<file path="config.mk">
export PLATFORM = sky130hd
export DESIGN_NAME = spi_reg_responder
export DESIGN_NICKNAME = d
export VERILOG_FILES = /design/src/rtl/spi_reg_responder.sv
export SDC_FILE = /design/constraint.sdc
export NUM_CORES = 1
export LEC_CHECK = 0
export ABC_AREA = 1
export BUFFER_PORTS_ARGS = -buffer_cell sky130_fd_sc_hd__buf_2
export CORE_MARGIN = 4
export CORE_UTILIZATION = 45
export CTS_BUF_LIST = sky130_fd_sc_hd__clkbuf_16
export DETAILED_ROUTE_END_ITERATION = 8
export GPL_TIMING_DRIVEN = 1
export HOLD_SLACK_MARGIN = 0.08
export PLACE_DENSITY = 0.76
export SLEW_MARGIN = 20
export SYNTH_ARGS = -nofsm -noshare
export SYNTH_HDL_FRONTEND = slang
export SYNTH_SLANG_ARGS = --single-unit
export TNS_END_PERCENT = 1
</file>
<file path="constraint.sdc">
create_clock -name CLK -period 1.7 [get_ports CLK]
set_clock_uncertainty 0.05 [all_clocks]
set_input_delay 0.085 -clock CLK [delete_from_list [all_inputs] [get_ports CLK]]
set_output_delay 0.085 -clock CLK [all_outputs]
set_load 0.01 [all_outputs]
</file>
<file path="src/rtl/spi_reg_responder.sv">
// spi_reg_responder: far-end command responder for the 64-bit SPI terminal link.
// Consumes one command frame from the SPI slave receive side, runs it as a
// write, read or echo on the local register bus, and returns a 64-bit response
// frame through the SPI master transmit side. One command is in flight at a time.
module spi_reg_responder #(
    parameter int unsigned TIMEOUT_CYC = 255,
    parameter bit          WRITE_ACK   = 1'b1
) (
    input  logic        CLK,
    input  logic        RESET_N,
    input  logic        RX_VALID,
    input  logic [63:0] RX_DATA,
    output logic        RX_RD,
    input  logic        TX_BUSY,
    output logic        TX_WR,
    output logic [63:0] TX_DATA,
    output logic        BUS_REQ,
    output logic        BUS_WE,
    output logic [15:0] BUS_ADDR,
    output logic [31:0] BUS_WDATA,
    input  logic [31:0] BUS_RDATA,
    input  logic        BUS_ACK,
    output logic [7:0]  ERR_COUNT
);

    typedef enum logic [2:0] {
        S_IDLE   = 3'd0,
        S_ACK1   = 3'd1,
        S_ACK2   = 3'd2,
        S_DECODE = 3'd3,
        S_BUS    = 3'd4,
        S_RESP   = 3'd5,
        S_SENT   = 3'd6
    } state_t;

    localparam logic [1:0]  OP_WRITE  = 2'd0;
    localparam logic [1:0]  OP_READ   = 2'd1;
    localparam logic [1:0]  OP_ECHO   = 2'd2;
    localparam logic [1:0]  ST_OK     = 2'd0;
    localparam logic [1:0]  ST_BADOP  = 2'd1;
    localparam logic [1:0]  ST_TMO    = 2'd2;
    // Last wait-counter value before giving up; an ACK in that same cycle still wins.
    localparam logic [15:0] WAIT_LAST = 16'(TIMEOUT_CYC - 32'd1);

    // Saturating 8-bit increment for the error counter.
    function automatic logic [7:0] sat_inc8(input logic [7:0] val);
        if (val == 8'hFF) begin
            return 8'hFF;
        end else begin
            return val + 8'd1;
        end
    endfunction

    state_t      state_r,     state_s;
    logic [31:0] cmd_data_r,  cmd_data_s;
    logic [1:0]  cmd_op_r,    cmd_op_s;
    logic [15:0] cmd_addr_r,  cmd_addr_s;
    logic [31:0] resp_data_r, resp_data_s;
    logic [1:0]  status_r,    status_s;
    logic [15:0] wait_cnt_r,  wait_cnt_s;
    logic        rx_rd_r,     rx_rd_s;
    logic        tx_wr_r,     tx_wr_s;
    logic [63:0] tx_data_r,   tx_data_s;
    logic        bus_req_r,   bus_req_s;
    logic        bus_we_r,    bus_we_s;
    logic [15:0] bus_addr_r,  bus_addr_s;
    logic [31:0] bus_wdata_r, bus_wdata_s;
    logic [7:0]  err_count_r, err_count_s;
    logic        err_inc_s;

    // The frame bits between op and data carry no meaning for this block.
    logic unused_rx_bits_s;
    assign unused_rx_bits_s = ^RX_DATA[31:18];

    // Next-state and next-output logic for the command FSM.
    always_comb begin
        state_s     = state_r;
        cmd_data_s  = cmd_data_r;
        cmd_op_s    = cmd_op_r;
        cmd_addr_s  = cmd_addr_r;
        resp_data_s = resp_data_r;
        status_s    = status_r;
        wait_cnt_s  = wait_cnt_r;
        rx_rd_s     = rx_rd_r;
        tx_wr_s     = 1'b0;
        tx_data_s   = tx_data_r;
        bus_req_s   = bus_req_r;
        bus_we_s    = bus_we_r;
        bus_addr_s  = bus_addr_r;
        bus_wdata_s = bus_wdata_r;
        err_inc_s   = 1'b0;

        case (state_r)
            S_IDLE: begin
                if (RX_VALID) begin
                    cmd_data_s = RX_DATA[63:32];
                    cmd_op_s   = RX_DATA[17:16];
                    cmd_addr_s = RX_DATA[15:0];
                    rx_rd_s    = 1'b1;
                    state_s    = S_ACK1;
                end else begin
                    state_s = S_IDLE;
                end
            end
            S_ACK1: begin
                state_s = S_ACK2;
            end
            S_ACK2: begin
                rx_rd_s = 1'b0;
                state_s = S_DECODE;
            end
            S_DECODE: begin
                resp_data_s = cmd_data_r;
                case (cmd_op_r)
                    OP_WRITE, OP_READ: begin
                        bus_req_s   = 1'b1;
                        bus_we_s    = (cmd_op_r == OP_WRITE);
                        bus_addr_s  = cmd_addr_r;
                        bus_wdata_s = cmd_data_r;
                        wait_cnt_s  = 16'd0;
                        state_s     = S_BUS;
                    end
                    OP_ECHO: begin
                        status_s = ST_OK;
                        state_s  = S_RESP;
                    end
                    default: begin
                        status_s  = ST_BADOP;
                        err_inc_s = 1'b1;
                        state_s   = S_RESP;
                    end
                endcase
            end
            S_BUS: begin
                if (BUS_ACK) begin
                    bus_req_s = 1'b0;
                    status_s  = ST_OK;
                    if (cmd_op_r == OP_READ) begin
                        resp_data_s = BUS_RDATA;
                    end else begin
                        resp_data_s = cmd_data_r;
                    end
                    if ((cmd_op_r == OP_WRITE) && !WRITE_ACK) begin
                        state_s = S_IDLE;
                    end else begin
                        state_s = S_RESP;
                    end
                end else if (wait_cnt_r == WAIT_LAST) begin
                    bus_req_s = 1'b0;
                    status_s  = ST_TMO;
                    err_inc_s = 1'b1;
                    state_s   = S_RESP;
                end else begin
                    wait_cnt_s = wait_cnt_r + 16'd1;
                end
            end
            S_RESP: begin
                if (!TX_BUSY) begin
                    tx_data_s = {resp_data_r, 1'b1, 11'd0, status_r, cmd_op_r, cmd_addr_r};
                    tx_wr_s   = 1'b1;
                    state_s   = S_SENT;
                end else begin
                    state_s = S_RESP;
                end
            end
            S_SENT: begin
                state_s = S_IDLE;
            end
            default: begin
                rx_rd_s   = 1'b0;
                bus_req_s = 1'b0;
                state_s   = S_IDLE;
            end
        endcase

        if (err_inc_s) begin
            err_count_s = sat_inc8(err_count_r);
        end else begin
            err_count_s = err_count_r;
        end
    end

    // State and registered outputs; reset drops any in-flight command.
    always_ff @(posedge CLK or negedge RESET_N) begin
        if (!RESET_N) begin
            state_r     <= S_IDLE;
            cmd_data_r  <= 32'd0;
            cmd_op_r    <= 2'd0;
            cmd_addr_r  <= 16'd0;
            resp_data_r <= 32'd0;
            status_r    <= 2'd0;
            wait_cnt_r  <= 16'd0;
            rx_rd_r     <= 1'b0;
            tx_wr_r     <= 1'b0;
            tx_data_r   <= 64'd0;
            bus_req_r   <= 1'b0;
            bus_we_r    <= 1'b0;
            bus_addr_r  <= 16'd0;
            bus_wdata_r <= 32'd0;
            err_count_r <= 8'd0;
        end else begin
            state_r     <= state_s;
            cmd_data_r  <= cmd_data_s;
            cmd_op_r    <= cmd_op_s;
            cmd_addr_r  <= cmd_addr_s;
            resp_data_r <= resp_data_s;
            status_r    <= status_s;
            wait_cnt_r  <= wait_cnt_s;
            rx_rd_r     <= rx_rd_s;
            tx_wr_r     <= tx_wr_s;
            tx_data_r   <= tx_data_s;
            bus_req_r   <= bus_req_s;
            bus_we_r    <= bus_we_s;
            bus_addr_r  <= bus_addr_s;
            bus_wdata_r <= bus_wdata_s;
            err_count_r <= err_count_s;
        end
    end

    assign RX_RD     = rx_rd_r;
    assign TX_WR     = tx_wr_r;
    assign TX_DATA   = tx_data_r;
    assign BUS_REQ   = bus_req_r;
    assign BUS_WE    = bus_we_r;
    assign BUS_ADDR  = bus_addr_r;
    assign BUS_WDATA = bus_wdata_r;
    assign ERR_COUNT = err_count_r;

endmodule

</file>
After elaboration in Yosys (flattened, before gate mapping)
Cells that the tools add are included.
{ "totals": {"regBits": 216, "inputBits": 101} }
{ "classes": {"add_sub_neg": 2, "eq_ne": 17, "n_mux": 30, "bitwise_logic": 3, "reduce_logical": 15} }
{ "op_table": {"columns": ["op", "n"], "rows": [
  ["32-bit two-way mux", 2],
  ["32-bit one-hot mux with 2 select lines", 1],
  ["16-bit two-way mux", 3],
  ["16-bit one-hot mux with 2 select lines", 1],
  ["3-bit one-hot mux with 6 select lines", 1],
  ["16-bit by 1-bit adder with 16-bit output, second input constant", 1],
  ["16-bit by 8-bit equality test with 1-bit output, second input constant", 1],
  ["2-bit inequality test, second input constant", 6],
  ["1-bit two-way mux", 11],
  ["2-bit AND reduction", 5],
  ["5-bit OR reduction", 2],
  ["3-bit equality test, second input constant", 3],
  ["8-bit by 1-bit adder with 8-bit output, second input constant", 1],
  ["8-bit equality test, second input constant", 1],
  ["8-bit two-way mux", 1],
  ["2-bit one-hot mux with 2 select lines", 2],
  ["3-bit by 2-bit equality test with 1-bit output, second input constant", 2],
  ["2-bit two-way mux", 3],
  ["3-bit two-way mux", 2],
  ["3-bit AND reduction", 2],
  ["1-bit one-hot mux with 2 select lines", 2],
  ["4-bit AND reduction", 1],
  ["3-bit by 1-bit equality test with 1-bit output, second input constant", 1],
  ["3-bit zero test", 1],
  ["other kinds (9)", 11]
]} }

Longest topological paths before layout
{ "depth": {"word_depth": 4, "mapped_depth": 9, "mapped_depth_nobuf": 9} }

Worst setup path after synthesis
No wires, ideal clock.
{ "synth_timing": {"path_type": "reg2reg", "startpoint": "register wait_cnt_r[0]", "endpoint": "register wait_cnt_r[8]", "t_arrival_ns": 1.348, "setup_slack_ns": 0.228, "stages_incl_launch_ff": 8, "path_buffers": 0, "period_less_slack_ns": 1.472, "path_cell_list": "dfrtp_1 > ha_1 > inv_1 > nor2_1 > inv_1 > o21ai_0 > nand3_1 > o21ai_2"} }
{ "synth_between": {"elab_chain_len": 4} }
{ "synth_lines": {"columns": ["item", "line_no", "source"], "rows": [
  ["start, declared", "60", "logic [15:0] wait_cnt_r, wait_cnt_s;"],
  ["start signal, assigned", "208", "wait_cnt_r <= wait_cnt_s;"],
  ["16-bit by 1-bit adder with 16-bit output", "154", "wait_cnt_s = wait_cnt_r + 16'd1;"],
  ["16-bit two-way mux", "148", "end else if (wait_cnt_r == WAIT_LAST) begin"],
  ["16-bit two-way mux", "135", "if (BUS_ACK) begin"],
  ["16-bit one-hot mux with 2 select lines", "93", "case (state_r)"]
]} }
Parallel ways exist; a longest one is shown, timed or not. The select of a mux whose other input is x is not followed.
A chain may end at the register's enable or synchronous reset.

Final worst setup path
{ "layout_timing": {"startpoint": "register state_r[1]", "endpoint": "register resp_data_r[21]"} }
{ "layout_between": {"elab_chain_len": 3} }
{ "layout_lines": {"columns": ["item", "line_no", "source"], "rows": [
  ["start, declared", "54", "state_t state_r, state_s;"],
  ["start signal, assigned", "202", "state_r <= state_s;"],
  ["3-bit equality test / 3-bit by 2-bit equality test with 1-bit output (equally long branches)", "93", null],
  ["2-bit inequality test (no line) / 2-bit nonzero test (equally long branches)", null, null],
  ["2-bit AND reduction (no line)", null, null],
  ["end signal, assigned", "206", "resp_data_r <= resp_data_s;"],
  ["end, declared", "58", "logic [31:0] resp_data_r, resp_data_s;"]
]} }
Parallel ways exist; a longest one is shown, timed or not.

==> flow_summary.yaml <==
status:
  status: "completed"
synth:
  synth_most_common_cell: "nand2_1"
  synth-edff-count: 0
  synth_top_flop_cell: "dfrtp_1"
  synth_area_leader_cell: "dfrtp_1"
  synth_area_leaders: "dfrtp_1 59%, nand2_1 11%, o21ai_0 9.6%"
  synth-simple-area-share_pct: 16.2
  synth_compound_area_share_pct: 14.8
  ys_seq_elements: 216
  synthMuxAreaShare_pct: 0
  synth_fa_ha_area_share_pct: 0.410
  ys_seq_area_share_pct: 59.1
  ys_top_cells_by_count: "277 x nand2_1, 216 x dfrtp_1, 175 x o21ai_0"
  syn_inst: 1010
  syn-cell-area_sq_mm: 0.00915
  ys_warn_count: 0
  synthXorXnorAreaFrac_pct: 0.575
  synth_cell_types: 35
  synth_top_area_share_pct: 59.1
  async_flop_share_pct: 100
  syn_avg_cell_area_sq_um: 9.05
  synth_top_family_by_area: "simple AND/OR/NAND/NOR gates"
worst_setup_path:
  crit_arrival_ns: 2.00
  crit_path_start_kind: "flop"
  critPathKind: "flop to flop"
  required_ns: 2.03
  crit_path_end_kind: "flop"
  cp_max_fo: 64
die:
  ios: 225
  die_x_microns: 151
  rows: 51
  initial_utilization_pct: 46.4
  die_y_microns: 151
  dieArea_sq_mm: 0.0227
  core_sq_mm: 0.0197
timing:
  worst_pin_slew_ns: 0.534
  period_minus_slack_ns: 1.67
  setup_viol_count_final: 0
  finalSetupTns_ns: 0
  maxSlewHeadroom_pct: 64.4
  rsz0062_at_grt: "yes"
  hold_violations: 0
  max_freq_mhz: 599
  maxSlewViolCount: 0
  finalCritPeriodShare_pct: 98.2
clocking:
  htreeDepth: 1
  clk_pin_slew_ns: 0.06
  cts.sinks: 216
  cts_inserted_buffers: 23
  clk-insertion-delay-late_ns: 0.51
  cts-root-buf: "clkbuf_16"
  cts.path.max_buffers: 3
  cts_tree: "done"
place:
  dp_hpwl_microns: 15300
  gp_congestion: 0.874
  dp_cells: 1447
  port_buffers: 199
route:
  drc: 0
  drt_first_iter_violations: 468
  wire_per_inst_microns: 15.2
  ant_nets: 0
  vias: 7837
  vias_per_cell: 4.97
  routed_wl_microns: 24000
  drt-pass1-iter-count: 5
power:
  p_per_area_mw_per_mm2: 1620
  peakVddDrop_mv: 1.00
  power.total_uw: 19600
  p_leak_uw: 0.00615
cells_and_area:
  layout.cells.non_filler: 1576
  fin_nets: 1399
  fill_cells: 1593
  layout-drive-gt1-share_pct: 21.7
  fin_util_pct: 61.3
  multiInputGateArea_sq_mm: 0.00300
  register_area_sq_mm: 0.00541
  synthToLayoutAreaGrowth_pct: 32.2
job:
  cap_violations: 0
grt:
  grt_max_degree: 69
  overflow: 0
  grt_pass1_vias: 7860
  antenna_found_initial: 2
  grt_first_pass_wirelength_microns: 39100
  grt.total_usage_pct: 21.3
hold_path:
  hold_path.class: "primary input to asynchronous set/reset pin"
cell families (layout without fill, tap and decap cells):
logic type,count (synthesis),in the layout
adder cells (fa/ha/maj),3,3
buffers and inverters,180,468
XOR/XNOR,6,6
flip-flops,216,216
other,1,14
AND/OR/NAND/NOR,360,360
AO/OA/AOI/OAI,244,244
path summary, 6_finish.rpt:
kind                              endpoint         from  slack [ns]  depth (start not counted)
max reg2reg                resp_data_r[21]   state_r[1]        0.03                          7
max                        resp_data_r[21]   state_r[1]        0.03                          7
min                         wait_cnt_r[11]      RESET_N        0.09                          2
max in group asynchronous   cmd_data_r[10]      RESET_N        0.89                          3
min in group CLK             cmd_addr_r[0]   RX_DATA[0]        0.28                          4
min reg2reg                    TX_DATA[31]  TX_DATA[31]        0.42                          1
what timing repair did:
| item | CTS | global route |
|---|---|---|
| setup endpoints to repair | 7 | 72 |
| pin swaps | 0 | 2 |
| buffers inserted | 0 | 2 |
| gates resized for setup | 4 | 8 |
| hold buffers | 86 | 0 |
| endpoints found under the hold margin | 308 | 0 |
where the power goes:
part           internal [uW]  switching [uW]  leakage, uW
combinational           2550            4180      0.00308
sequential              7280             999      0.00273
clock                   2600            1960     0.000348
total                  12400            7150      0.00615
registers in the layout (all words and copies together) (netlist names):
| register | cells |
|---|---|
| TX_DATA | 53 |
| BUS_WDATA | 32 |
| cmd_data_r | 32 |
| resp_data_r | 32 |
| BUS_ADDR | 16 |
| cmd_addr_r | 16 |
| wait_cnt_r | 16 |
| ERR_COUNT | 8 |
| state_r | 3 |
| cmd_op_r | 2 |
| status_r | 2 |
| BUS_REQ | 1 |
| BUS_WE | 1 |
| RX_RD | 1 |
| TX_WR | 1 |
cell usage in the layout (no fill, tap or decap), types with 3 or more instances in the layout:
cell type      count
buf_12            12
buf_2            198
buf_4             12
clkbuf_16         23
clkinv_1           5
clkinv_2           4
conb_1            11
dfrtp_1          215
diode_2            3
dlygate4sd3_1     86
ha_1               3
inv_1            120
nand2_1          276
nand2_4            4
nand3_1           35
nand4_1            5
nor2_1            23
nor2_2             5
nor3_1             3
o211ai_1          33
o21ai_0          174
o21ai_1           26
o21ai_2            6
xor2_1             5
routing by layer:
layer	wire (microns)	track usage, %
met2	11600	35.5
met4	820	7.64
met5	0	0
met1	9940	27.4
met3	1620	4.55
worst max-delay path: stages (launching register included):
cell and delay, ns:
dfrtp_2 0.44, nor2_4 0.15, nand2_4 0.13, inv_8 0.13
nand3_4 0.08, buf_12 0.19, o211ai_1 0.21, o21ai_0 0.11
metrics by stage:
step	setup slack [ns]	area [sq um]	hold slack [ns]
5_1_grt	-0.0931	12100	0.125
4_1_cts	0.0280	12000	0.0997
2_1_floorplan	0.228	9180	-0.261
3_5_place_dp	-0.0237	10500	0.0414
6_report	0.0308	12100	0.0899
3_3_place_gp	0.0453	10500	0.0302
cell type report:
cell class / instances / share of cell area [%]
diodes: 3 / 0.0621
clock buffers: 23 / 4.76
clock inverters: 15 / 0.797
inverters: 120 / 3.80
multi-input cells: 624 / 24.8
flip-flops and latches: 216 / 44.7
well taps: 265 / 2.74
repair buffers: 310 / 18.3
Note: power is estimated with default switching activity, not from simulation.
